### src/rtl/multi_cycle_controller_if.sv
// Controller <-> datapath bundle: opcode/flags in, datapath controls out.
// master: controller side; slave: datapath side.
interface multi_cycle_controller_if #(
  parameter int OPCODE_W = 6,
  parameter int ALU_W    = 3
);
  logic [OPCODE_W-1:0] opcode;
  logic                zero;
  logic                mem_ready;

  logic                pc_write;
  logic                ir_write;
  logic                i_or_d;
  logic                alu_src_a;
  logic                reg_dst;
  logic                mem_to_reg;
  logic                reg_write;
  logic                mem_read;
  logic                mem_write;
  logic [1:0]          alu_src_b;
  logic [1:0]          pc_src;
  logic [ALU_W-1:0]    alu_s;
  logic [3:0]          state;
  logic                instr_done;
  logic                illegal;

  modport master (
    input  opcode, zero, mem_ready,
    output pc_write, ir_write, i_or_d,
    output alu_src_a, reg_dst, mem_to_reg,
    output reg_write, mem_read, mem_write,
    output alu_src_b, pc_src, alu_s,
    output state, instr_done, illegal
  );

  modport slave (
    output opcode, zero, mem_ready,
    input  pc_write, ir_write, i_or_d,
    input  alu_src_a, reg_dst, mem_to_reg,
    input  reg_write, mem_read, mem_write,
    input  alu_src_b, pc_src, alu_s,
    input  state, instr_done, illegal
  );
endinterface

### src/rtl/multi_cycle_controller.sv
// Multi-cycle CPU control FSM (fetch/decode/exec/mem/wb).
// Ports: clk, rst_n (async low), ctrl_if (master) carrying
//   opcode/zero/mem_ready in and all datapath controls out.
module multi_cycle_controller #(
  parameter int OPCODE_W      = 6,
  parameter int ALU_W         = 3,
  parameter int MEM_HANDSHAKE = 1
) (
  input  logic clk,
  input  logic rst_n,
  multi_cycle_controller_if.master ctrl_if
);

  typedef enum logic [3:0] {
    S_FETCH    = 4'd0,
    S_DECODE   = 4'd1,
    S_EXEC_R   = 4'd2,
    S_R_WB     = 4'd3,
    S_MEM_ADDR = 4'd4,
    S_MEM_RD   = 4'd5,
    S_MEM_WB   = 4'd6,
    S_MEM_WR   = 4'd7,
    S_BRANCH   = 4'd8,
    S_JUMP     = 4'd9
  } state_e;

  typedef struct packed {
    logic             pc_write;
    logic             ir_write;
    logic             i_or_d;
    logic             alu_src_a;
    logic             reg_dst;
    logic             mem_to_reg;
    logic             reg_write;
    logic             mem_read;
    logic             mem_write;
    logic [1:0]       alu_src_b;
    logic [1:0]       pc_src;
    logic [ALU_W-1:0] alu_s;
    logic             instr_done;
    logic             illegal;
  } ctl_t;

  localparam logic [OPCODE_W-1:0] OP_NOP = OPCODE_W'(0);
  localparam logic [OPCODE_W-1:0] OP_ADD = OPCODE_W'(1);
  localparam logic [OPCODE_W-1:0] OP_SUB = OPCODE_W'(2);
  localparam logic [OPCODE_W-1:0] OP_AND = OPCODE_W'(3);
  localparam logic [OPCODE_W-1:0] OP_OR  = OPCODE_W'(4);
  localparam logic [OPCODE_W-1:0] OP_SLT = OPCODE_W'(5);
  localparam logic [OPCODE_W-1:0] OP_LW  = OPCODE_W'(6);
  localparam logic [OPCODE_W-1:0] OP_SW  = OPCODE_W'(7);
  localparam logic [OPCODE_W-1:0] OP_JMP = OPCODE_W'(8);
  localparam logic [OPCODE_W-1:0] OP_BEQ = OPCODE_W'(9);
  localparam logic [OPCODE_W-1:0] OP_BNE = OPCODE_W'(10);

  localparam logic [ALU_W-1:0] ALU_ADD = ALU_W'(0);
  localparam logic [ALU_W-1:0] ALU_SUB = ALU_W'(1);
  localparam logic [ALU_W-1:0] ALU_AND = ALU_W'(2);
  localparam logic [ALU_W-1:0] ALU_OR  = ALU_W'(3);
  localparam logic [ALU_W-1:0] ALU_LT  = ALU_W'(4);

  state_e state_q;
  state_e state_d;
  ctl_t   ctl;
  ctl_t   ctl_g;

  logic [OPCODE_W-1:0] op;
  logic rdy;
  logic is_r;
  logic is_mem;
  logic is_br;
  logic is_jmp;
  logic is_nop;
  logic is_bad;
  logic br_take;

  assign op  = ctrl_if.opcode;
  // With the handshake disabled every memory access is single-cycle.
  assign rdy = (MEM_HANDSHAKE == 0) ? 1'b1 : ctrl_if.mem_ready;

  assign is_r   = (op >= OP_ADD) && (op <= OP_SLT);
  assign is_mem = (op == OP_LW) || (op == OP_SW);
  assign is_br  = (op == OP_BEQ) || (op == OP_BNE);
  assign is_jmp = (op == OP_JMP);
  assign is_nop = (op == OP_NOP);
  assign is_bad = (op > OP_BNE);

  assign br_take = ((op == OP_BEQ) && ctrl_if.zero) ||
                   ((op == OP_BNE) && !ctrl_if.zero);

  always_ff @(posedge clk or negedge rst_n) begin
    if (!rst_n) begin
      state_q <= S_FETCH;
    end else begin
      state_q <= state_d;
    end
  end

  always_comb begin
    state_d = S_FETCH;
    unique case (state_q)
      S_FETCH: begin
        state_d = rdy ? S_DECODE : S_FETCH;
      end
      S_DECODE: begin
        unique case (1'b1)
          is_r:    state_d = S_EXEC_R;
          is_mem:  state_d = S_MEM_ADDR;
          is_br:   state_d = S_BRANCH;
          is_jmp:  state_d = S_JUMP;
          default: state_d = S_FETCH;
        endcase
      end
      S_EXEC_R: begin
        state_d = S_R_WB;
      end
      S_MEM_ADDR: begin
        state_d = (op == OP_LW) ? S_MEM_RD : S_MEM_WR;
      end
      S_MEM_RD: begin
        state_d = rdy ? S_MEM_WB : S_MEM_RD;
      end
      S_MEM_WR: begin
        state_d = rdy ? S_FETCH : S_MEM_WR;
      end
      default: begin
        state_d = S_FETCH;
      end
    endcase
  end

  always_comb begin
    ctl = '0;
    unique case (state_q)
      S_FETCH: begin
        ctl.mem_read  = 1'b1;
        ctl.alu_src_b = 2'd1;
        ctl.alu_s     = ALU_ADD;
        ctl.ir_write  = rdy;
        ctl.pc_write  = rdy;
      end
      S_DECODE: begin
        // Branch target is precomputed here and latched by the datapath.
        ctl.alu_src_b  = 2'd2;
        ctl.alu_s      = ALU_ADD;
        ctl.illegal    = is_bad;
        ctl.instr_done = is_bad || is_nop;
      end
      S_EXEC_R: begin
        ctl.alu_src_a = 1'b1;
        unique case (1'b1)
          op == OP_SUB: ctl.alu_s = ALU_SUB;
          op == OP_AND: ctl.alu_s = ALU_AND;
          op == OP_OR:  ctl.alu_s = ALU_OR;
          op == OP_SLT: ctl.alu_s = ALU_LT;
          default:      ctl.alu_s = ALU_ADD;
        endcase
      end
      S_R_WB: begin
        ctl.reg_write  = 1'b1;
        ctl.reg_dst    = 1'b1;
        ctl.instr_done = 1'b1;
      end
      S_MEM_ADDR: begin
        ctl.alu_src_a = 1'b1;
        ctl.alu_src_b = 2'd2;
        ctl.alu_s     = ALU_ADD;
      end
      S_MEM_RD: begin
        ctl.mem_read = 1'b1;
        ctl.i_or_d   = 1'b1;
      end
      S_MEM_WB: begin
        ctl.reg_write  = 1'b1;
        ctl.mem_to_reg = 1'b1;
        ctl.instr_done = 1'b1;
      end
      S_MEM_WR: begin
        ctl.mem_write  = 1'b1;
        ctl.i_or_d     = 1'b1;
        ctl.instr_done = rdy;
      end
      S_BRANCH: begin
        ctl.alu_src_a  = 1'b1;
        ctl.alu_s      = ALU_SUB;
        ctl.pc_src     = 2'd1;
        ctl.pc_write   = br_take;
        ctl.instr_done = 1'b1;
      end
      S_JUMP: begin
        ctl.pc_src     = 2'd2;
        ctl.pc_write   = 1'b1;
        ctl.instr_done = 1'b1;
      end
      default: begin
        ctl = '0;
      end
    endcase
  end

  // Reset clears outputs at once, not only after state settles.
  assign ctl_g = rst_n ? ctl : '0;

  assign ctrl_if.pc_write   = ctl_g.pc_write;
  assign ctrl_if.ir_write   = ctl_g.ir_write;
  assign ctrl_if.i_or_d     = ctl_g.i_or_d;
  assign ctrl_if.alu_src_a  = ctl_g.alu_src_a;
  assign ctrl_if.reg_dst    = ctl_g.reg_dst;
  assign ctrl_if.mem_to_reg = ctl_g.mem_to_reg;
  assign ctrl_if.reg_write  = ctl_g.reg_write;
  assign ctrl_if.mem_read   = ctl_g.mem_read;
  assign ctrl_if.mem_write  = ctl_g.mem_write;
  assign ctrl_if.alu_src_b  = ctl_g.alu_src_b;
  assign ctrl_if.pc_src     = ctl_g.pc_src;
  assign ctrl_if.alu_s      = ctl_g.alu_s;
  assign ctrl_if.instr_done = ctl_g.instr_done;
  assign ctrl_if.illegal    = ctl_g.illegal;
  assign ctrl_if.state      = state_q;

endmodule

### src/flat_wrapper.sv
// flat-port wrapper written by rule: the top's interface ports become plain ports
module multi_cycle_controller_flat 
#(
  parameter int OPCODE_W      = 6,
  parameter int ALU_W         = 3,
  parameter int MEM_HANDSHAKE = 1
)
  (clk, rst_n, ctrl_if_opcode, ctrl_if_zero, ctrl_if_mem_ready, ctrl_if_pc_write, ctrl_if_ir_write, ctrl_if_i_or_d, ctrl_if_alu_src_a, ctrl_if_reg_dst, ctrl_if_mem_to_reg, ctrl_if_reg_write, ctrl_if_mem_read, ctrl_if_mem_write, ctrl_if_alu_src_b, ctrl_if_pc_src, ctrl_if_alu_s, ctrl_if_state, ctrl_if_instr_done, ctrl_if_illegal);
  multi_cycle_controller_if #(.OPCODE_W(OPCODE_W), .ALU_W(ALU_W)) ctrl_if_i ();
  input  logic clk;
  input  logic rst_n;
  input wire logic [$bits(ctrl_if_i.opcode)-1:0] ctrl_if_opcode;
  input wire logic [$bits(ctrl_if_i.zero)-1:0] ctrl_if_zero;
  input wire logic [$bits(ctrl_if_i.mem_ready)-1:0] ctrl_if_mem_ready;
  output wire logic [$bits(ctrl_if_i.pc_write)-1:0] ctrl_if_pc_write;
  output wire logic [$bits(ctrl_if_i.ir_write)-1:0] ctrl_if_ir_write;
  output wire logic [$bits(ctrl_if_i.i_or_d)-1:0] ctrl_if_i_or_d;
  output wire logic [$bits(ctrl_if_i.alu_src_a)-1:0] ctrl_if_alu_src_a;
  output wire logic [$bits(ctrl_if_i.reg_dst)-1:0] ctrl_if_reg_dst;
  output wire logic [$bits(ctrl_if_i.mem_to_reg)-1:0] ctrl_if_mem_to_reg;
  output wire logic [$bits(ctrl_if_i.reg_write)-1:0] ctrl_if_reg_write;
  output wire logic [$bits(ctrl_if_i.mem_read)-1:0] ctrl_if_mem_read;
  output wire logic [$bits(ctrl_if_i.mem_write)-1:0] ctrl_if_mem_write;
  output wire logic [$bits(ctrl_if_i.alu_src_b)-1:0] ctrl_if_alu_src_b;
  output wire logic [$bits(ctrl_if_i.pc_src)-1:0] ctrl_if_pc_src;
  output wire logic [$bits(ctrl_if_i.alu_s)-1:0] ctrl_if_alu_s;
  output wire logic [$bits(ctrl_if_i.state)-1:0] ctrl_if_state;
  output wire logic [$bits(ctrl_if_i.instr_done)-1:0] ctrl_if_instr_done;
  output wire logic [$bits(ctrl_if_i.illegal)-1:0] ctrl_if_illegal;
  assign ctrl_if_i.opcode = ctrl_if_opcode;
  assign ctrl_if_i.zero = ctrl_if_zero;
  assign ctrl_if_i.mem_ready = ctrl_if_mem_ready;
  assign ctrl_if_pc_write = ctrl_if_i.pc_write;
  assign ctrl_if_ir_write = ctrl_if_i.ir_write;
  assign ctrl_if_i_or_d = ctrl_if_i.i_or_d;
  assign ctrl_if_alu_src_a = ctrl_if_i.alu_src_a;
  assign ctrl_if_reg_dst = ctrl_if_i.reg_dst;
  assign ctrl_if_mem_to_reg = ctrl_if_i.mem_to_reg;
  assign ctrl_if_reg_write = ctrl_if_i.reg_write;
  assign ctrl_if_mem_read = ctrl_if_i.mem_read;
  assign ctrl_if_mem_write = ctrl_if_i.mem_write;
  assign ctrl_if_alu_src_b = ctrl_if_i.alu_src_b;
  assign ctrl_if_pc_src = ctrl_if_i.pc_src;
  assign ctrl_if_alu_s = ctrl_if_i.alu_s;
  assign ctrl_if_state = ctrl_if_i.state;
  assign ctrl_if_instr_done = ctrl_if_i.instr_done;
  assign ctrl_if_illegal = ctrl_if_i.illegal;
  multi_cycle_controller #(.OPCODE_W(OPCODE_W), .ALU_W(ALU_W), .MEM_HANDSHAKE(MEM_HANDSHAKE)) u_core (.clk(clk), .rst_n(rst_n), .ctrl_if(ctrl_if_i));
endmodule
### config.mk
export PLATFORM = sky130hd
export DESIGN_NAME = multi_cycle_controller_flat
export DESIGN_NICKNAME = d
export VERILOG_FILES = /design/src/rtl/multi_cycle_controller_if.sv /design/src/rtl/multi_cycle_controller.sv /design/src/flat_wrapper.sv
export SDC_FILE = /design/constraint.sdc
export NUM_CORES = 1
export LEC_CHECK = 0
export ABC_AREA = 1
export BUFFER_PORTS_ARGS = -buffer_cell sky130_fd_sc_hd__buf_2
export CORE_MARGIN = 8
export CORE_UTILIZATION = 36
export DETAILED_ROUTE_END_ITERATION = 8
export GPL_TIMING_DRIVEN = 0
export PLACE_DENSITY = 0.64
export SYNTH_ARGS = -nofsm -noshare
export SYNTH_HDL_FRONTEND = slang
export SYNTH_SLANG_ARGS = --single-unit
export TNS_END_PERCENT = 5
### constraint.sdc
create_clock -name clk -period 2.61 [get_ports clk]
set_input_delay 0.783 -clock clk [delete_from_list [all_inputs] [get_ports clk]]
set_output_delay 0.783 -clock clk [all_outputs]
set_load 0.05 [all_outputs]
# Word level (Yosys, flattened, before mapping)
# Cells that the tools add are included.
[word_totals] ff_bits=4 word_cells=60
[classes] order_cmp=3 eq_ne=18 muxes=22 n_reduce_logical=16
[op_table] op="$eq A6 B3 Y1 const B" n=4
[op_table] op="$pmux W4 S6" n=1
[op_table] op="$eq A6 B4 Y1 const B" n=3
[op_table] op="$mux W18" n=1
[op_table] op="$eq A4 B3 Y1 const B" n=4
[op_table] op="$pmux W4 S4" n=1
[op_table] op="$eq A6 B2 Y1 const B" n=2
[op_table] op="$pmux W3 S4" n=1
[op_table] op="$mux W1" n=10
[op_table] op="$eq A4 B2 Y1 const B" n=2
[op_table] op="$eq A4 B4 Y1 const B" n=2
[op_table] op="$pmux W2 S2" n=2
[op_table] op="$reduce_or A2 Y1" n=4
[op_table] op="$ge A6 B1 Y1 const B" n=1
[op_table] op="$gt A6 B4 Y1 const B" n=1
[op_table] op="$le A6 B3 Y1 const B" n=1
[op_table] op="$logic_not A6 Y1" n=1
[op_table] op="$pmux W1 S3" n=2
[op_table] op="$pmux W3 S2" n=1
[op_table] op="$eq A4 B1 Y1 const B" n=1
[op_table] op="$logic_not A4 Y1" n=1
[op_table] op="$logic_or A1 B1 Y1" n=4
[op_table] op="$mux W2" n=2
[op_table] op="$reduce_or A4 Y1" n=1
[op_table] op="other kinds (4)" n=6

# Longest topological paths before layout
# Gate-level depths: netlist of the first run.
[logic_depth] depth_word=5 mapped_depth=8 depth_no_buf=8

# Worst setup path before layout of the first run
# OpenSTA, ideal clock, no wires.
[synth_timing] kind="input to output" start="in rst_n" end="out ctrl_if_reg_dst" t_arrival_ns=2.130 t_required_ns=1.827 slack_ns=-0.303 cell_stages=3 n_path_buf=1 path_cell_list="inv_1 > buf_2 > nor3_1"
[synth_between] elab_chain_cells=1
[synth_rtl] item="start: declaration" line_no="flat_wrapper.sv:11" rtl="input logic rst_n;"
[synth_rtl] item="$mux W18" line_no="multi_cycle_controller.sv:202" rtl="assign ctl_g = rst_n ? ctl : '0;"
[synth_rtl] item="end: declaration" line_no="flat_wrapper.sv:19" rtl="output wire logic [$bits(ctrl_if_i.reg_dst)-1:0] ctrl_if_reg_dst;"
# Every way passes these cells.

# Worst setup path in the final report of the first run
[layout_timing] start="in ctrl_if_opcode[2]" end="out ctrl_if_pc_write"
[layout_between] elab_chain_cells=5 word_cells_on_any_way=7 cone_classes="eq/ne (2); mux (2); reduce/logical (3)"
[layout_rtl] item="start: declaration" line_no="flat_wrapper.sv:12" rtl="input wire logic [$bits(ctrl_if_i.opcode)-1:0] ctrl_if_opcode;"
[layout_rtl] item="$eq A6 B4 Y1 (on tied branches)" line_no="multi_cycle_controller.sv:88, multi_cycle_controller.sv:89"
[layout_rtl] item="$logic_and A1 B1 Y1 (on tied branches)" line_no="multi_cycle_controller.sv:88, multi_cycle_controller.sv:89"
[layout_rtl] item="$logic_or A1 B1 Y1 (*)" line_no="multi_cycle_controller.sv:88" rtl="assign br_take = ((op == OP_BEQ) && ctrl_if.zero) ||"
[layout_rtl] item="$pmux W1 S3 (*)" line_no="multi_cycle_controller.sv:134" rtl="unique case (state_q)"
[layout_rtl] item="$mux W18 (*)" line_no="multi_cycle_controller.sv:202"
[layout_rtl] item="end: declaration" line_no="flat_wrapper.sv:15" rtl="output wire logic [$bits(ctrl_if_i.pc_write)-1:0] ctrl_if_pc_write;"
# Every way passes the cells marked *; elsewhere a longest branch is shown, timed or not.

==> metrics.txt, run 1 <==
# TYPE chip_impl_metric gauge
chip_impl_info{name="outcome",value="finished clean"} 1
chip_impl_metric{name="detailedRoute.firstIterationViolations",unit=""} 13
chip_impl_info{name="grt_setup_unrepaired",value="yes"} 1
chip_impl_metric{name="postSynthCellCount",unit=""} 117
chip_impl_metric{name="antenna-diode-count",unit=""} 0
chip_impl_metric{name="timing.critical_path.buf_inv",unit=""} 4
chip_impl_metric{name="largest_register_ffs",unit=""} 4
chip_impl_metric{name="antenna_found_initial",unit=""} 0
chip_impl_metric{name="die_height",unit="um"} 57.7
chip_impl_info{name="cp_top_family",value="buffers and inverters"} 1
chip_impl_metric{name="routed_wl",unit="um"} 1960
chip_impl_info{name="timing.critical_path.cells",value="buf_2 -> inv_1 -> nand2_1 -> nor2_4 -> nand3_1 -> nand3_1 -> nand2_1 -> inv_1 -> clkbuf_4"} 1
chip_impl_metric{name="syn-num-nets",unit=""} 127
chip_impl_metric{name="ir_drop",unit="uV"} 310
chip_impl_info{name="critical_path_class",value="in2out"} 1
chip_impl_metric{name="drv_cap",unit=""} 0
chip_impl_metric{name="stdcell_count",unit=""} 170
chip_impl_metric{name="number_of_global_route_vias_before_repair",unit=""} 794
chip_impl_metric{name="finalWeightedCongestion",unit=""} 0.912
chip_impl_metric{name="post-route-drc-count",unit=""} 0
chip_impl_metric{name="synthesis.area",unit="um2"} 626
chip_impl_metric{name="antenna_violating_nets_post_route",unit=""} 0
chip_impl_metric{name="via_count",unit=""} 841
chip_impl_metric{name="post_synth_num_cell_types",unit=""} 19
chip_impl_info{name="layout_common_cells",value="sky130_fd_sc_hd__nand2_1 (28), sky130_fd_sc_hd__buf_2 (27), sky130_fd_sc_hd__inv_1 (18), sky130_fd_sc_hd__nor2_1 (18), sky130_fd_sc_hd__nand3_1 (15)"} 1
chip_impl_metric{name="finalSetupViolations",unit=""} 0
chip_impl_metric{name="chipWidth",unit="um"} 57.7
chip_impl_metric{name="layout_min_cycle_time",unit="ns"} 2.51
chip_impl_info{name="crit_slowest_cell",value="sky130_fd_sc_hd__clkbuf_4"} 1
chip_impl_info{name="worst_hold_path_type",value="in2async"} 1
chip_impl_metric{name="syn2layout_area_growth",unit="%"} 38.8
chip_impl_metric{name="core_region",unit="um2"} 1690
chip_impl_metric{name="layout.nets",unit=""} 165
chip_impl_metric{name="vias_per_cell",unit=""} 4.95
chip_impl_metric{name="drv_slew",unit=""} 0
chip_impl_metric{name="maximum_clock_frequency",unit="MHz"} 398
chip_impl_metric{name="grt_first_pass_wirelength",unit="um"} 3270
chip_impl_metric{name="total_leakage_power",unit="nW"} 0.520
chip_impl_metric{name="grt_start_max_net_pins",unit=""} 11
chip_impl_metric{name="place.port_buffers",unit=""} 31
chip_impl_metric{name="clk_latency",unit="ns"} 0.23
chip_impl_metric{name="placed_cells_incl_taps",unit=""} 165
chip_impl_metric{name="power.density_cell_area",unit="nW/um2"} 848
chip_impl_metric{name="synth.yosys.seq_area_share",unit="%"} 16.0
chip_impl_metric{name="use_met1",unit="%"} 12.8
chip_impl_metric{name="cp_slowest_stage_delay",unit="ns"} 0.22
chip_impl_metric{name="gr-usage-met2",unit="%"} 20.3
chip_impl_metric{name="maximum_level_of_the_cts_h_tree",unit=""} 1
chip_impl_metric{name="rows",unit=""} 15
chip_impl_metric{name="critical_path_required",unit="ns"} 1.83
chip_impl_metric{name="detailed_placement_wirelength_estimate",unit="um"} 1650
chip_impl_metric{name="holdBufCountCts",unit=""} 0
chip_impl_metric{name="global_route.overflow_total",unit=""} 0
chip_impl_metric{name="tightestPinTransition",unit="ns"} 0.254
chip_impl_metric{name="critPathArrivalTime",unit="ns"} 1.73
chip_impl_metric{name="drive_gt1_share",unit="%"} 35.9
chip_impl_info{name="crit_path_end_kind",value="output port"} 1
chip_impl_metric{name="final.fill_count",unit=""} 200
chip_impl_metric{name="gr-usage-met3",unit="%"} 4.86
chip_impl_metric{name="drt_first_pass_iters",unit=""} 4
chip_impl_info{name="busiest_layer",value="met2"} 1
chip_impl_metric{name="tritoncts_buffer_count",unit=""} 3
chip_impl_metric{name="start_util",unit="%"} 37.0
chip_impl_metric{name="num_io_pins",unit=""} 32
chip_impl_info{name="root_buffer",value="sky130_fd_sc_hd__clkbuf_4"} 1
chip_impl_metric{name="global_route.usage.total",unit="%"} 12.0
chip_impl_metric{name="path_max_fanout",unit=""} 5
chip_impl_metric{name="final_core_util",unit="%"} 51.4
chip_impl_metric{name="ys_seq_elements",unit=""} 4
chip_impl_metric{name="cts_buffer_depth",unit=""} 2
chip_impl_metric{name="finalHoldViolations",unit=""} 0
chip_impl_info{name="layout_commonest_cell",value="sky130_fd_sc_hd__nand2_1"} 1
chip_impl_metric{name="synthesis.yosys.warnings",unit=""} 0
chip_impl_info{name="cts_tree",value="yes"} 1
chip_impl_metric{name="fin_worst_skew",unit="ns"} 0.00251
chip_impl_metric{name="avgSynthCellArea",unit="um2"} 5.35
chip_impl_metric{name="layout_worst_path_cycle_share",unit="%"} 96.2
chip_impl_metric{name="slew_headroom",unit="%"} 83.1
chip_impl_metric{name="clkSlewWorstSetupHoldPaths",unit="ns"} 0.04
chip_impl_metric{name="floorplan.die_area",unit="um2"} 3330
chip_impl_metric{name="tritoncts_num_sinks",unit=""} 4
chip_impl_metric{name="post_drt_wl_per_cell",unit="um"} 11.5
chip_impl_info{name="critical_path.startpoint_type",value="input port"} 1
[per-layer routing]
layer	wire length, um	part of all wire [%]
met5	0	0
met4	11	0.56
met3	153	7.8
met2	948	48
met1	842	43
[cell usage after synthesis (all sizes together)]
library cell | count | share of area (%)
a21oi | 5 | 4.0
a31oi | 1 | 1.0
buf | 1 | 0.80
dfrtp | 4 | 16
inv | 22 | 13
nand2 | 33 | 23
nand3 | 16 | 14
nand4 | 2 | 2.0
nor2 | 24 | 19
nor3 | 5 | 4.0
nor4 | 1 | 1.0
o21ai | 3 | 3.0
[stage by stage]
step	setup WS, ns	setup TNS, ns	power (mW)	hold WS (ns)	area [um2]
2_1_floorplan	-0.290	-0.982	0.536	0.487	631
3_3_place_gp	0.0195	0	0.649	0.621	807
3_5_place_dp	0.00599	0	0.654	0.623	807
4_1_cts	0.00305	0	0.733	0.376	830
5_1_grt	-0.0190	-0.0228	0.794	0.382	868
6_report	0.0985	0	0.736	0.386	868
[worst paths after layout]
check,from,end,slack (ns),cells past startpoint
max,ctrl_if_opcode[2],ctrl_if_pc_write,0.1,9
min,rst_n,u_core.ctrl_if.state[0]$_DFF_PN0_,0.39,1
max reg2reg,u_core.ctrl_if.state[1]$_DFF_PN0_,u_core.ctrl_if.state[1]$_DFF_PN0_,1.44,6
min reg2reg,u_core.ctrl_if.state[3]$_DFF_PN0_,u_core.ctrl_if.state[1]$_DFF_PN0_,0.69,3
min in group clk,u_core.ctrl_if.state[3]$_DFF_PN0_,u_core.ctrl_if.state[1]$_DFF_PN0_,0.69,3
max in group asynchronous,rst_n,u_core.ctrl_if.state[3]$_DFF_PN0_,2.06,1
[worst reg2reg max path, stage by stage (launching register included)]
cell	delay, ns
sky130_fd_sc_hd__dfrtp_1	0.45
sky130_fd_sc_hd__nand2_1	0.16
sky130_fd_sc_hd__inv_1	0.09
sky130_fd_sc_hd__nand2_2	0.10
sky130_fd_sc_hd__nand2_1	0.06
sky130_fd_sc_hd__nor2_1	0.11
sky130_fd_sc_hd__nand3_1	0.08
[area by class of cell]
class,instances,area (um2),area share [%]
tap,17,21.3,2.45
clock buffer,3,22.5,2.59
buffer,1,5.00,0.576
multi-input combinational,90,450,51.9
sequential,4,100,11.5
inverter,22,82.6,9.51
timing repair buffer,33,186,21.5
[what timing repair did]
item | 4_1_cts | 5_1_grt
hold endpoints to repair | 0 | 0
setup buffers | 0 | 2
gates resized for setup | 0 | 12
setup endpoints to repair | 0 | 7
[cells by family after synthesis]
group | after synthesis | share of synthesized area, %
simple gates | 81 | 62.0
buf+inv | 23 | 14.0
compound gates | 9 | 8.00
flops | 4 | 16.0
[power by group]
group | switching (mW) | internal, mW
Combinational | 0.424 | 0.133
Clock | 0.0227 | 0.0512
Sequential | 0.0252 | 0.0805
Total | 0.472 | 0.265
No activity file was read; power rests on OpenSTA's default activity.
==> run 2: changes to the inputs <==
--- a/config.mk
+++ b/config.mk
@@ -5,13 +5,12 @@
 export SDC_FILE = /design/constraint.sdc
 export NUM_CORES = 1
 export LEC_CHECK = 0
-export ABC_AREA = 1
 export BUFFER_PORTS_ARGS = -buffer_cell sky130_fd_sc_hd__buf_2
 export CORE_MARGIN = 8
 export CORE_UTILIZATION = 36
 export DETAILED_ROUTE_END_ITERATION = 8
 export GPL_TIMING_DRIVEN = 0
-export PLACE_DENSITY = 0.64
+export PLACE_DENSITY = 0.63
 export SYNTH_ARGS = -nofsm -noshare
 export SYNTH_HDL_FRONTEND = slang
 export SYNTH_SLANG_ARGS = --single-unit
==> run 2 against run 1 <==
The flow now finishes with violations (negative setup slack). Die area grew 3.2%. Via count shrank 2.3%. Combinational power grew 23%. Count of clock-buffer cells in the layout is the same. Total power grew 16%. Setup slack lost 0.13 ns. Final cell count shrank 11%. Non-clock buffer count grew 7. Critical path depth shrank 4. Sequential power shrank 8%. Critical path type unchanged. Largest power group unchanged. Highest routed layer is now met3.
==> metrics.txt, run 2 <==
# TYPE chip_impl_metric gauge
chip_impl_info{name="outcome",value="complete, but fails checks"} 1
chip_impl_info{name="failing_checks",value="negative setup slack"} 1
chip_impl_metric{name="critical_path_required",unit="ns"} 1.83
chip_impl_info{name="cts_tree",value="yes"} 1
chip_impl_metric{name="cp_slowest_stage_delay",unit="ns"} 0.33
chip_impl_metric{name="grt_first_pass_wirelength",unit="um"} 3520
chip_impl_metric{name="chipWidth",unit="um"} 58.6
chip_impl_metric{name="cts_buffer_depth",unit=""} 2
chip_impl_metric{name="global_route.overflow_total",unit=""} 0
chip_impl_metric{name="post_synth_num_cell_types",unit=""} 38
chip_impl_metric{name="die_height",unit="um"} 58.6
chip_impl_info{name="root_buffer",value="sky130_fd_sc_hd__clkbuf_4"} 1
chip_impl_metric{name="place.port_buffers",unit=""} 30
chip_impl_metric{name="layout_worst_path_cycle_share",unit="%"} 101
chip_impl_info{name="layout_commonest_cell",value="sky130_fd_sc_hd__buf_2"} 1
chip_impl_metric{name="layout.nets",unit=""} 138
chip_impl_info{name="synth_common_cells",value="sky130_fd_sc_hd__nand2_1 (10), sky130_fd_sc_hd__nor2_1 (9), sky130_fd_sc_hd__a21oi_1 (6), sky130_fd_sc_hd__buf_2 (5)"} 1
chip_impl_metric{name="postSynthCellCount",unit=""} 93
chip_impl_metric{name="detailedRoute.firstIterationViolations",unit=""} 14
chip_impl_metric{name="post_drt_wl_per_cell",unit="um"} 14.6
chip_impl_info{name="crit_path_end_kind",value="output port"} 1
chip_impl_metric{name="synthesis.area",unit="um2"} 653
chip_impl_info{name="layout_common_cells",value="sky130_fd_sc_hd__buf_2 (22), sky130_fd_sc_hd__nand2_1 (10), sky130_fd_sc_hd__buf_6 (8), sky130_fd_sc_hd__nor2_1 (8), sky130_fd_sc_hd__clkbuf_4 (7)"} 1
chip_impl_metric{name="tightestPinTransition",unit="ns"} 0.367
chip_impl_info{name="synthMostInstantiatedCell",value="sky130_fd_sc_hd__nand2_1"} 1
chip_impl_metric{name="avgSynthCellArea",unit="um2"} 7.02
chip_impl_metric{name="total_leakage_power",unit="nW"} 0.481
chip_impl_metric{name="finalSetupViolations",unit=""} 1
chip_impl_metric{name="core_region",unit="um2"} 1710
chip_impl_info{name="worst_hold_path_type",value="in2async"} 1
chip_impl_metric{name="drt_first_pass_iters",unit=""} 4
chip_impl_metric{name="path_max_fanout",unit=""} 9
chip_impl_info{name="crit_slowest_cell",value="sky130_fd_sc_hd__nor4b_4"} 1
chip_impl_metric{name="antenna-diode-count",unit=""} 0
chip_impl_metric{name="antenna_found_initial",unit=""} 0
chip_impl_info{name="synth_top_cells_by_area",value="sky130_fd_sc_hd__dfrtp_1 (15%), sky130_fd_sc_hd__nand2_1 (5.7%), sky130_fd_sc_hd__nor4b_1 (5.4%), sky130_fd_sc_hd__nor2_1 (5.2%), sky130_fd_sc_hd__a21oi_1 (4.6%)"} 1
chip_impl_metric{name="whs",unit="ns"} 0.359
chip_impl_info{name="synth-main-ff-cell",value="sky130_fd_sc_hd__dfrtp_1"} 1
chip_impl_metric{name="via_count",unit=""} 822
chip_impl_metric{name="num_io_pins",unit=""} 32
chip_impl_metric{name="start_util",unit="%"} 38.2
chip_impl_metric{name="synthDominantCellAreaShare",unit="%"} 15.3
chip_impl_metric{name="drv_slew",unit=""} 0
chip_impl_metric{name="fin_worst_skew",unit="ns"} 0.00266
chip_impl_info{name="timing.critical_path.cells",value="buf_6 -> nor4b_4 -> o2111ai_2 -> a311oi_4 -> buf_6"} 1
chip_impl_metric{name="maximum_level_of_the_cts_h_tree",unit=""} 1
chip_impl_metric{name="finalWeightedCongestion",unit=""} 0.789
chip_impl_metric{name="finalHoldViolations",unit=""} 0
chip_impl_metric{name="vias_per_cell",unit=""} 5.44
chip_impl_metric{name="synthesis.yosys.warnings",unit=""} 0
chip_impl_metric{name="drv_cap",unit=""} 0
chip_impl_metric{name="ys_async_sr_fraction",unit="%"} 100
chip_impl_metric{name="number_of_global_route_vias_before_repair",unit=""} 784
chip_impl_metric{name="reg2reg_slack",unit="ns"} 1.16
chip_impl_info{name="cp_top_family",value="compound AO/OA/AOI/OAI gates"} 1
chip_impl_metric{name="stdcell_count",unit=""} 151
chip_impl_metric{name="floorplan.die_area",unit="um2"} 3430
chip_impl_metric{name="ir_drop",unit="uV"} 391
chip_impl_metric{name="synth.yosys.seq_area_share",unit="%"} 15.3
chip_impl_info{name="critical_path.reg2reg.endpoint",value="u_core.ctrl_if.state[2]$_DFF_PN0_"} 1
chip_impl_metric{name="placed_cells_incl_taps",unit=""} 148
chip_impl_metric{name="r2r.worst_path.cells",unit=""} 4
chip_impl_metric{name="post-route-drc-count",unit=""} 0
chip_impl_metric{name="holdBufCountCts",unit=""} 0
chip_impl_info{name="crit-reg2reg-launch",value="u_core.ctrl_if.state[1]$_DFF_PN0_"} 1
chip_impl_metric{name="layout_min_cycle_time",unit="ns"} 2.64
chip_impl_info{name="grt_setup_unrepaired",value="yes"} 1
chip_impl_metric{name="detailed_placement_wirelength_estimate",unit="um"} 1640
chip_impl_metric{name="slew_headroom",unit="%"} 75.5
chip_impl_metric{name="tritoncts_num_sinks",unit=""} 4
chip_impl_metric{name="clkSlewWorstSetupHoldPaths",unit="ns"} 0.04
chip_impl_metric{name="ys_seq_elements",unit=""} 4
chip_impl_metric{name="antenna_violating_nets_post_route",unit=""} 0
chip_impl_info{name="critical-path-top-cell-by-count",value="sky130_fd_sc_hd__buf_6"} 1
chip_impl_info{name="timing.critical_path.to",value="ctrl_if_pc_write"} 1
chip_impl_metric{name="final.fill_count",unit=""} 155
chip_impl_metric{name="routed_wl",unit="um"} 2200
chip_impl_metric{name="clk_latency",unit="ns"} 0.23
chip_impl_metric{name="timing.critical_path.buf_inv",unit=""} 2
chip_impl_info{name="synth_top_cell_by_area",value="sky130_fd_sc_hd__dfrtp_1"} 1
chip_impl_metric{name="power.density_cell_area",unit="nW/um2"} 788
chip_impl_metric{name="number_of_flops_mapped_to_enable_cells_by_yosys",unit=""} 0
chip_impl_metric{name="drive_gt1_share",unit="%"} 50.0
chip_impl_metric{name="tritoncts_buffer_count",unit=""} 3
chip_impl_metric{name="maximum_clock_frequency",unit="MHz"} 379
chip_impl_metric{name="largest_register_ffs",unit=""} 4
chip_impl_metric{name="syn-num-nets",unit=""} 103
chip_impl_info{name="critical_path_class",value="in2out"} 1
chip_impl_metric{name="layout_setup_ws",unit="ns"} -0.0300
chip_impl_metric{name="critical_path_depth",unit=""} 5
chip_impl_metric{name="grt_start_max_net_pins",unit=""} 13
chip_impl_info{name="critical_path.startpoint_type",value="input port"} 1
chip_impl_metric{name="global_route.usage.total",unit="%"} 12.2
chip_impl_info{name="setup.worst_path.start",value="ctrl_if_opcode[2]"} 1
chip_impl_metric{name="report.power.total",unit="mW"} 0.856
chip_impl_metric{name="syn2layout_area_growth",unit="%"} 66.3
chip_impl_metric{name="rows",unit=""} 15
chip_impl_metric{name="critPathArrivalTime",unit="ns"} 1.86
-- run 2: cell count changes after synthesis, sizes merged, moves of 4 or more --
| cell | delta |
|---|---|
| nor4b | +4 |
| nand2 | -23 |
| inv | -21 |
| nand3 | -16 |
| nand2b | +4 |
| nor2 | -15 |
| clkbuf | +4 |
| buf | +6 |
-- run 2: worst register-to-register path, delay by kind of cell (launching register included) --
kind	cells	cell delay (ns)
AND/OR/NAND/NOR	2	0.61
flip-flops	1	0.36
AO/OA/AOI/OAI	1	0.20
buffers and inverters	1	0.18
-- run 2: kinds of logic (layout without fill, tap and decap cells) --
logic type | Yosys count | in the layout | share of synthesized area [%]
AND/OR/NAND/NOR | 53 | 53 | 47.7
AO/OA/AOI/OAI | 20 | 20 | 21.5
buffers and inverters | 12 | 45 | 10.2
flip-flops | 4 | 4 | 15.3
XOR/XNOR | 4 | 4 | 5.36
-- run 2: final cells by class --
cell class	count	area (um2)	share of cell area, %
Timing Repair Buffer	31	208	19.1
Clock buffer	3	22.5	2.07
Sequential cell	4	100	9.22
Inverter	1	3.75	0.346
Buffer	10	80.1	7.37
Tap cell	25	31.3	2.88
Multi-Input combinational cell	77	641	59.0
-- run 2: timing repair --
action | 4_1_cts | 5_1_grt
pin swaps | 3 | 3
setup buffers | 0 | 1
endpoints found under the setup margin | 17 | 11
resized for setup | 21 | 23
-- run 2: worst min path at each step --
stage,from,end,slack (ns),depth (start not counted)
6_report,rst_n,u_core.ctrl_if.state[1]$_DFF_PN0_,0.36,1
5_1_grt,rst_n,u_core.ctrl_if.state[1]$_DFF_PN0_,0.37,1
3_5_place_dp,rst_n,u_core.ctrl_if.state[1]$_DFF_PN0_,0.59,1
4_1_cts,rst_n,u_core.ctrl_if.state[1]$_DFF_PN0_,0.36,1
3_3_place_gp,rst_n,u_core.ctrl_if.state[2]$_DFF_PN0_,0.59,1
2_1_floorplan,rst_n,u_core.ctrl_if.state[0]$_DFF_PN0_,0.49,0
-- run 2: through the flow --
step	setup TNS (ns)	worst slack, ns	instance area (um2)	util, %
2_1_floorplan	-1.53	-0.227	723	-
3_3_place_gp	-2.56	-0.344	905	53.0
3_5_place_dp	-2.73	-0.371	905	53.0
4_1_cts	-0.0357	-0.0357	1000	58.8
5_1_grt	-0.107	-0.0551	1090	63.6
6_report	-0.0300	-0.0300	1090	63.6
-- run 2: routing by layer --
layer | GRT usage, % | vias to the layer above | part of all wire, %
met1 | 16.8 | 390 | 49
met4 | 2.05 | 0 | 0
met2 | 20.5 | 20 | 48
met5 | 0 | - | 0
li1 | - | 412 | -
met3 | 0.870 | 0 | 3.2
-- run 2: power by group --
group          leakage (nW)  total (mW)  internal, mW  switching (mW)
Sequential           0.0534      0.0976        0.0789          0.0187
Clock                0.0138      0.0739        0.0513          0.0227
Combinational         0.414       0.684         0.225           0.459
==> run 3: changes to the inputs <==
--- a/config.mk
+++ b/config.mk
@@ -5,12 +5,13 @@
 export SDC_FILE = /design/constraint.sdc
 export NUM_CORES = 1
 export LEC_CHECK = 0
+export ABC_AREA = 1
 export BUFFER_PORTS_ARGS = -buffer_cell sky130_fd_sc_hd__buf_2
 export CORE_MARGIN = 8
 export CORE_UTILIZATION = 36
 export DETAILED_ROUTE_END_ITERATION = 8
 export GPL_TIMING_DRIVEN = 0
-export PLACE_DENSITY = 0.63
+export PLACE_DENSITY = 0.66
 export SYNTH_ARGS = -nofsm -noshare
 export SYNTH_HDL_FRONTEND = slang
 export SYNTH_SLANG_ARGS = --single-unit
==> run 3 against run 2 <==
The run now ends clean. Clock power grew 1%. Global-route usage fell by 1.1 points. Final area down 22%. Sequential power grew 9%. Maximum frequency grew 3.8%. Critical path type unchanged. Largest cell class unchanged. Highest routed layer unchanged.
==> metrics.txt, run 3 (synthesized netlist as in run 1, its figures left out) <==
# TYPE chip_impl_metric gauge
chip_impl_info{name="outcome",value="finished clean"} 1
chip_impl_metric{name="final.fill_count",unit=""} 187
chip_impl_metric{name="post-route-drc-count",unit=""} 0
chip_impl_info{name="worst_hold_path_type",value="in2async"} 1
chip_impl_metric{name="clk_latency",unit="ns"} 0.23
chip_impl_info{name="critical_path.startpoint_type",value="input port"} 1
chip_impl_metric{name="critPathArrivalTime",unit="ns"} 1.76
chip_impl_metric{name="routed_wl",unit="um"} 1840
chip_impl_metric{name="placement.cell_area",unit="um2"} 807
chip_impl_metric{name="maximum_clock_frequency",unit="MHz"} 393
chip_impl_metric{name="report.power.total",unit="mW"} 0.733
chip_impl_metric{name="layout_min_cycle_time",unit="ns"} 2.54
chip_impl_metric{name="slew_headroom",unit="%"} 82.9
chip_impl_metric{name="syn2layout_area_growth",unit="%"} 35.8
chip_impl_metric{name="drt_first_pass_iters",unit=""} 4
chip_impl_metric{name="cts_buffer_depth",unit=""} 2
chip_impl_metric{name="placement.setup.worst_slack",unit="ns"} 0.0104
chip_impl_metric{name="grt_first_pass_wirelength",unit="um"} 3040
chip_impl_metric{name="chipWidth",unit="um"} 57.7
chip_impl_metric{name="vias_per_cell",unit=""} 4.89
chip_impl_metric{name="post_drt_wl_per_cell",unit="um"} 10.9
chip_impl_metric{name="multi_input_area",unit="um2"} 445
chip_impl_metric{name="finalHoldViolations",unit=""} 0
chip_impl_metric{name="rows",unit=""} 15
chip_impl_metric{name="finalWeightedCongestion",unit=""} 0.932
chip_impl_info{name="cts_tree",value="yes"} 1
chip_impl_metric{name="fin_worst_skew",unit="ns"} 0.00432
chip_impl_metric{name="tightestPinTransition",unit="ns"} 0.256
chip_impl_metric{name="cts.repair_timing.setup_buffer_count",unit=""} 0
chip_impl_metric{name="total_leakage_power",unit="nW"} 0.508
chip_impl_metric{name="clkSlewWorstSetupHoldPaths",unit="ns"} 0.04
chip_impl_metric{name="ir_drop",unit="uV"} 325
chip_impl_metric{name="num_io_pins",unit=""} 32
chip_impl_metric{name="grt_start_max_net_pins",unit=""} 11
chip_impl_info{name="root_buffer",value="sky130_fd_sc_hd__clkbuf_4"} 1
chip_impl_metric{name="drv_cap",unit=""} 0
chip_impl_metric{name="die_height",unit="um"} 57.7
chip_impl_metric{name="core_region",unit="um2"} 1690
chip_impl_metric{name="number_of_global_route_vias_before_repair",unit=""} 795
chip_impl_metric{name="antenna_violating_nets_post_route",unit=""} 0
chip_impl_metric{name="tritoncts_buffer_count",unit=""} 3
chip_impl_metric{name="detailedRoute.firstIterationViolations",unit=""} 13
chip_impl_metric{name="tritoncts_num_sinks",unit=""} 4
chip_impl_metric{name="layout_setup_ws",unit="ns"} 0.0661
chip_impl_metric{name="holdBufCountCts",unit=""} 0
chip_impl_metric{name="drive_gt1_share",unit="%"} 35.1
chip_impl_info{name="critical_path_class",value="in2out"} 1
chip_impl_metric{name="final_core_util",unit="%"} 50.3
chip_impl_metric{name="antenna_found_initial",unit=""} 0
chip_impl_metric{name="detailed_placement_wirelength_estimate",unit="um"} 1560
chip_impl_info{name="grt_setup_unrepaired",value="yes"} 1
chip_impl_metric{name="maximum_level_of_the_cts_h_tree",unit=""} 1
chip_impl_metric{name="critical_path_required",unit="ns"} 1.83
chip_impl_metric{name="stdcell_area",unit="um2"} 850
chip_impl_metric{name="layout_worst_path_cycle_share",unit="%"} 97.5
chip_impl_metric{name="antenna-diode-count",unit=""} 0
chip_impl_metric{name="layout.nets",unit=""} 163
chip_impl_metric{name="finalSetupViolations",unit=""} 0
chip_impl_metric{name="drv_slew",unit=""} 0
chip_impl_metric{name="via_count",unit=""} 821
chip_impl_metric{name="largest_register_ffs",unit=""} 4
chip_impl_metric{name="place.port_buffers",unit=""} 31
chip_impl_metric{name="global_route.usage.total",unit="%"} 11.1
chip_impl_metric{name="ff_latch_area",unit="um2"} 100
chip_impl_metric{name="path_max_fanout",unit=""} 6
chip_impl_metric{name="floorplan.die_area",unit="um2"} 3330
chip_impl_info{name="crit_path_end_kind",value="output port"} 1
chip_impl_metric{name="start_util",unit="%"} 37.0
chip_impl_metric{name="tns",unit="ns"} 0
chip_impl_info{name="layout_commonest_cell",value="sky130_fd_sc_hd__nand2_1"} 1
chip_impl_info{name="layout_common_cells",value="sky130_fd_sc_hd__nand2_1 (28), sky130_fd_sc_hd__buf_2 (25), sky130_fd_sc_hd__inv_1 (18), sky130_fd_sc_hd__nor2_1 (18), sky130_fd_sc_hd__nand3_1 (15)"} 1
chip_impl_metric{name="global_route.overflow_total",unit=""} 0
chip_impl_metric{name="power.density_cell_area",unit="nW/um2"} 863
==> run 3: cell types whose count changed in the layout (fill, tap and decap cells not counted), moves of 4 or more <==
cell	change
sky130_fd_sc_hd__nand2b_1	-4
sky130_fd_sc_hd__nor2_1	+10
sky130_fd_sc_hd__buf_6	-8
sky130_fd_sc_hd__nand3_1	+15
sky130_fd_sc_hd__nor3_1	+4
sky130_fd_sc_hd__nand2_2	+4
sky130_fd_sc_hd__inv_1	+17
sky130_fd_sc_hd__nand2_1	+18
sky130_fd_sc_hd__inv_2	+4
==> run 3: path summary, 6_finish.rpt <==
check,start,end,slack [ns],cells past startpoint
worst min register to register,u_core.ctrl_if.state[3]$_DFF_PN0_,u_core.ctrl_if.state[1]$_DFF_PN0_,0.68,3
min in group clk,u_core.ctrl_if.state[3]$_DFF_PN0_,u_core.ctrl_if.state[1]$_DFF_PN0_,0.68,3
worst max-delay path,ctrl_if_opcode[5],ctrl_if_alu_s[1],0.07,7
worst max register to register,u_core.ctrl_if.state[1]$_DFF_PN0_,u_core.ctrl_if.state[1]$_DFF_PN0_,1.46,6
max in group asynchronous,rst_n,u_core.ctrl_if.state[2]$_DFF_PN0_,2.06,1
worst min-delay path,rst_n,u_core.ctrl_if.state[1]$_DFF_PN0_,0.38,1
==> run 3: layout make-up <==
type | instances | area share [%]
sequential | 4 | 11.8
buffer | 1 | 0.589
clock buffer | 3 | 2.65
tap | 17 | 2.50
inverter | 22 | 9.72
multi-input combinational | 90 | 52.4
timing repair buffer | 31 | 20.3
==> run 3: stage by stage <==
step	hold slack [ns]	cells
3_3_place_gp	0.622	165
5_1_grt	0.380	168
6_report	0.381	168
2_1_floorplan	0.487	117
3_5_place_dp	0.622	165
4_1_cts	0.373	168
==> run 3: per-layer routing <==
layer	global-route usage (%)	up-vias	part of all wire, %
met1	12.5	355	47
met5	0	-	0
li1	-	439	-
met2	18.5	27	47
met4	5.94	0	0
met3	3.09	0	5.9
==> run 3: report_power, final <==
group | switching, mW | total, mW | internal [mW] | leakage, nW
combinational | 0.419 | 0.552 | 0.134 | 0.441
clock | 0.0236 | 0.0749 | 0.0513 | 0.0138
sequential | 0.0255 | 0.106 | 0.0804 | 0.0527
==> run 3: worst max-delay path: stages <==
cell                       delay (ns)
sky130_fd_sc_hd__buf_2           0.12
sky130_fd_sc_hd__nor2_4          0.15
sky130_fd_sc_hd__nand2_1         0.10
sky130_fd_sc_hd__nor2_2          0.14
sky130_fd_sc_hd__nand2_1         0.08
sky130_fd_sc_hd__a21oi_1         0.14
sky130_fd_sc_hd__clkbuf_4        0.25
==> run 3: timing repair <==
item | CTS | global route
setup endpoints to repair | 0 | 9
hold endpoints to repair | 0 | 0
resized for setup | 0 | 12
